`src/rtl/adder_pipeline_ctrl.sv`:
```
// Sequencing controller for the cascaded parity-protected adder pipeline.
// Tracks per-layer valid bits, drives per-layer hold signals from a
// valid/ready handshake, qualifies raw parity errors into a one-cycle alarm
// and runs a LAYERS-cycle scrub/flush after reset and after every alarm.
// Optional build macro ADDER_CTRL_ERR_COUNT_EN adds a saturating alarm
// counter (err_count) with a synchronous clear (err_count_clr).
module adder_pipeline_ctrl #(
  parameter int unsigned LAYERS    = 3,
  parameter int unsigned CNT_WIDTH = 8
) (
  input  logic              clk,
  input  logic              rst_n,
  input  logic              in_valid,
  output logic              in_ready,
  output logic              out_valid,
  input  logic              out_ready,
  output logic [LAYERS-1:0] hold_signals,
  input  logic [LAYERS-1:0] error_signals,
  output logic              alarm,
  output logic              flushing
`ifdef ADDER_CTRL_ERR_COUNT_EN
  ,
  output logic [CNT_WIDTH-1:0] err_count,
  input  logic                 err_count_clr
`endif
);

  localparam int unsigned FW = $clog2(LAYERS + 1);

  typedef enum logic [1:0] {INIT, RUN, FLUSH} state_t;

  state_t          state, state_nxt;
  logic [FW-1:0]   fcnt;
  logic [LAYERS:1] v;
  logic [LAYERS:1] vin;
  logic [LAYERS:1] rdy;
  logic [LAYERS-1:0] qerr;
  logic            any_qerr;
  logic            run;
  logic            fcnt_last;

  assign run       = (state == RUN);
  assign fcnt_last = (fcnt == FW'(LAYERS - 1));

  // Ready chain from the output end back to layer 1; a pending error in the
  // last layer blocks its consumption.
  always_comb begin
    rdy = '0;
    rdy[LAYERS] = ~v[LAYERS] | (out_ready & ~error_signals[LAYERS-1]);
    for (int unsigned k = LAYERS - 1; k >= 1; k--) begin
      rdy[k] = ~v[k] | rdy[k+1];
    end
  end

  // Valid source per layer: layer 1 takes the input handshake, others the layer before.
  always_comb begin
    vin = '0;
    vin[1] = in_valid & in_ready;
    for (int unsigned k = 2; k <= LAYERS; k++) begin
      vin[k] = v[k-1];
    end
  end

  // An error only qualifies when its word is about to move on or be consumed.
  always_comb begin
    qerr = '0;
    for (int unsigned i = 0; i + 1 < LAYERS; i++) begin
      qerr[i] = error_signals[i] & v[i+1] & rdy[i+2];
    end
    qerr[LAYERS-1] = error_signals[LAYERS-1] & v[LAYERS] & out_ready;
    any_qerr = run & (|qerr);
  end

  // State, flush counter, valid vector and alarm registers.
  always_ff @(posedge clk or negedge rst_n) begin
    if (!rst_n) begin
      state <= INIT;
      fcnt  <= '0;
      v     <= '0;
      alarm <= 1'b0;
    end else begin
      state <= state_nxt;
      alarm <= any_qerr;
      if (!run) fcnt <= fcnt_last ? '0 : fcnt + 1'b1;
      else      fcnt <= '0;
      if (!run || any_qerr) v <= '0;
      else                  v <= (v & ~rdy) | (vin & rdy);
    end
  end

  // Next-state: INIT and FLUSH both scrub for LAYERS cycles before RUN.
  always_comb begin
    state_nxt = state;
    unique case (state)
      INIT, FLUSH: if (fcnt_last) state_nxt = RUN;
      RUN:         if (any_qerr)  state_nxt = FLUSH;
      default:     state_nxt = INIT;
    endcase
  end

  // Outputs: everything loads and no handshakes complete while scrubbing.
  always_comb begin
    hold_signals = '0;
    in_ready     = 1'b0;
    out_valid    = 1'b0;
    flushing     = ~run;
    if (run) begin
      hold_signals = ~rdy;
      in_ready     = rdy[1];
      out_valid    = v[LAYERS] & ~error_signals[LAYERS-1];
    end
  end

`ifdef ADDER_CTRL_ERR_COUNT_EN
  // Saturating count of qualified errors; clear takes priority.
  always_ff @(posedge clk or negedge rst_n) begin
    if (!rst_n)                         err_count <= '0;
    else if (err_count_clr)             err_count <= '0;
    else if (any_qerr && err_count != '1) err_count <= err_count + 1'b1;
  end
`endif

endmodule

```
`config.mk`:
```
export PLATFORM = sky130hd
export DESIGN_NAME = adder_pipeline_ctrl
export DESIGN_NICKNAME = d
export VERILOG_FILES = /design/src/rtl/adder_pipeline_ctrl.sv
export SDC_FILE = /design/constraint.sdc
export NUM_CORES = 1
export LEC_CHECK = 0
export CORE_AREA = 2 2 39 41
export DETAILED_ROUTE_END_ITERATION = 10
export DIE_AREA = 0 0 41 43
export PLACE_DENSITY = 0.59
export SLEW_MARGIN = 10
export SYNTH_ARGS = -nofsm -noshare
export SYNTH_HDL_FRONTEND = slang
export SYNTH_SLANG_ARGS = --single-unit
export TNS_END_PERCENT = 10
```
`constraint.sdc`:
```
create_clock -name clk -period 1.6 [get_ports clk]
set_clock_uncertainty 0.05 [all_clocks]
set_input_delay 0.48 -clock clk [delete_from_list [all_inputs] [get_ports clk]]
set_output_delay 0.48 -clock clk [all_outputs]
set_load 0.01 [all_outputs]
```
==> results.ini <==
[setup_path]
reg2reg_from = v[2]$_DFF_PN0_
cpMaxStageDelayCell = dfrtp_1
reg2reg_depth = 5
crit_path_end_kind = output port
crit_type = flop to output port
crit_chain = nor2b_4, buf_6, and3_4, and3_1, buf_2
cp_top_family = simple AND/OR/NAND/NOR gates
worst_path_largest_cell_delay_ns = 0.40
arrival_ns = 1.31
crit_path_start_kind = flop
worst-path-buf-inv = 2
rrSetupSlack_ns = 0.30
crit_fanout = 3
crit_cells = 5
critPathRequiredTime_ns = 1.07
worst_r2r_endpoint = state[1]$_DFFE_PN0P_

[cells_and_area]
antenna_cells = 0
syn_to_final_growth_pct = 56.4
fillers = 143
final_common_cell = buf_4
final_cell_mix = 10 x buf_4, 8 x dfrtp_1, 5 x buf_2
post-route-util_pct = 46.4
drive_above_1_share_pct = 42.4
fin_nets = 75

[sta]
max_slew_margin_pct = 75.4
finalHoldViolations = 0
period_needed_ns = 1.84
setup_viol = 6
fin_tns_setup_ns = -1.09
period_share_pct = 115
worst_slew_pin_slew_ns = 0.367
layout_setup_ws_ns = -0.244
rsz0062_at_grt = true
fmax_mhz = 542
maxSlewViolCount = 0

[die]
fp.dieW_microns = 41
ios = 14
die_area_sq_um = 1760
num_rows = 14
core_sq_um = 1380
initial_utilization_pct = 29.7
die_h_microns = 43

[detailed_routing]
first_pass_iters = 2
finalWirelength_microns = 864
drc = 0
antenna_left = 0
num_vias = 360
drt-wirelength-per-cell_microns = 10.5
drtIter0Drc = 2
vias_per_cell = 4.39

[clocking]
path_clk_slew_ns = 0.06
cts_num_sinks = 8
cts_root_buf = clkbuf_4
clk_path_buf_depth = 2
numCtsBuffers = 3
cts_max_level = 1
clk_latency_ns = 0.25
tritoncts = built

[global_route]
grt_use_met3_pct = 2.62
busiest_layer = met2
met2_usage_pct = 15.3
antenna_found_initial = 0
grtUsageMet1_pct = 13.7
grt-ovfl-total = 0
grt_usage_pct = 11.2
grt_max_degree = 9
grt_pass1_wl_mm = 1.26
grt_pass1_vias = 334

[power]
p_leak_uw = 0.000342
fin_total_pwr_uw = 858
powerDensity_nw_per_um2 = 1340
vdd_drop_max_uv = 618

[placed_design]
io_buffer_count = 13
dp_hpwl_microns = 626
gp_congestion = 0.738

[yosys]
seq_area_frac_synth_pct = 48.8
syn-cell-area_sq_um = 410
syn-instance-count = 40
syn-num-nets = 47
synthTopCellsByArea = dfrtp_1 49%, o21ai_2 4.3%, nor2_1 3.7%
yosys.area.top_type_share_pct = 48.8
ys_types = 22
synth_top_area_cell = dfrtp_1
syn_area_per_cell_sq_um = 10.3
ys_seq_elements = 8
yosys_warnings = 0

[status]
status = finished, violations left
violations = setup timing

[worst_hold_path]
hold_path_end = fcnt[0]$_DFF_PN0_
hold_path_startpoint = fcnt[0]$_DFF_PN0_
min_path_type = flop to flop
min_path_cells = 1

[flow_run]
cap_violations = 0

==> cells in the mapped netlist (all sizes together) <==
master,instances
a21o,1
a21oi,2
a22o,2
a22oi,1
and2,2
and2b,1
and3,3
buf,1
dfrtp,8
inv,3
nand2,3
nand2b,1
nor2,4
nor2b,1
nor3,2
nor3b,1
o21ai,2
o22ai,1
or2b,1
==> worst max-delay path by stage <==
stage / from / end
final: state[1]$_DFFE_PN0P_ / hold_signals[0]
after global routing: state[1]$_DFFE_PN0P_ / hold_signals[0]
after CTS: state[1]$_DFFE_PN0P_ / hold_signals[0]
after detailed placement: error_signals[2] / hold_signals[0]
after global placement: error_signals[2] / hold_signals[0]
after floorplan: state[0]$_DFFE_PN0P_ / hold_signals[0]
==> sequential cells by signal (all words and copies together) (netlist names) <==
register	count
state	2
v	3
alarm	1
fcnt	2
==> power breakdown <==
part / internal (uW) / total, uW / leakage (uW) / switching (uW)
sequential: 264 / 304 / 0.000107 / 39.5
clock: 85.6 / 150 / 0.0000138 / 64.6
combinational: 233 / 403 / 0.000221 / 170
==> repair_timing <==
action | CTS | global route
setup buffers | 2 | 0
endpoints found under the setup margin | 8 | 6
gates resized for setup | 28 | 0
pin swaps | 1 | 0
hold buffers | 0 | 0
==> kinds of logic (layout without fill, tap and decap cells) <==
| family | count (synthesis) | count (layout) | synth area share, % |
|---|---|---|---|
| buffers and inverters | 4 | 30 | 5.49 |
| AOI/OAI and AO/OA | 9 | 9 | 16.8 |
| and+or+nand+nor | 19 | 19 | 29.0 |
| DFF | 8 | 8 | 48.8 |
==> final cells by class <==
| cell class | count | area (sq um) | area share [%] |
|---|---|---|---|
| inverter | 3 | 11.3 | 1.75 |
| multi-input combinational | 28 | 201 | 31.4 |
| sequential | 8 | 200 | 31.2 |
| clock buffer | 3 | 22.5 | 3.51 |
| tap | 16 | 20.0 | 3.12 |
| timing repair buffer | 24 | 186 | 29.0 |
==> metrics by stage <==
step | worst slack (ns) | hold WS (ns) | cells | cell area (sq um)
finish | -0.244 | 0.388 | 82 | 642
global placement | -0.878 | 0.381 | 77 | 617
global route | -0.296 | 0.400 | 82 | 642
floorplan | 0.0167 | 0.134 | 40 | 410
CTS | -0.256 | 0.394 | 82 | 642
detailed placement | -0.876 | 0.385 | 77 | 617
==> per-layer routing <==
metal,vias to the layer above,part of all wire [%]
li1,194,-
met1,152,45
met2,12,43
met3,2,11
met4,0,1.2
met5,-,0
==> worst register-to-register path: stages (launching register included) <==
cell,delay (ns)
dfrtp_1,0.37
buf_4,0.14
a22o_2,0.22
o21ai_2,0.08
o21ai_2,0.09
a22o_1,0.23
No activity file was read; power rests on OpenSTA's default activity.
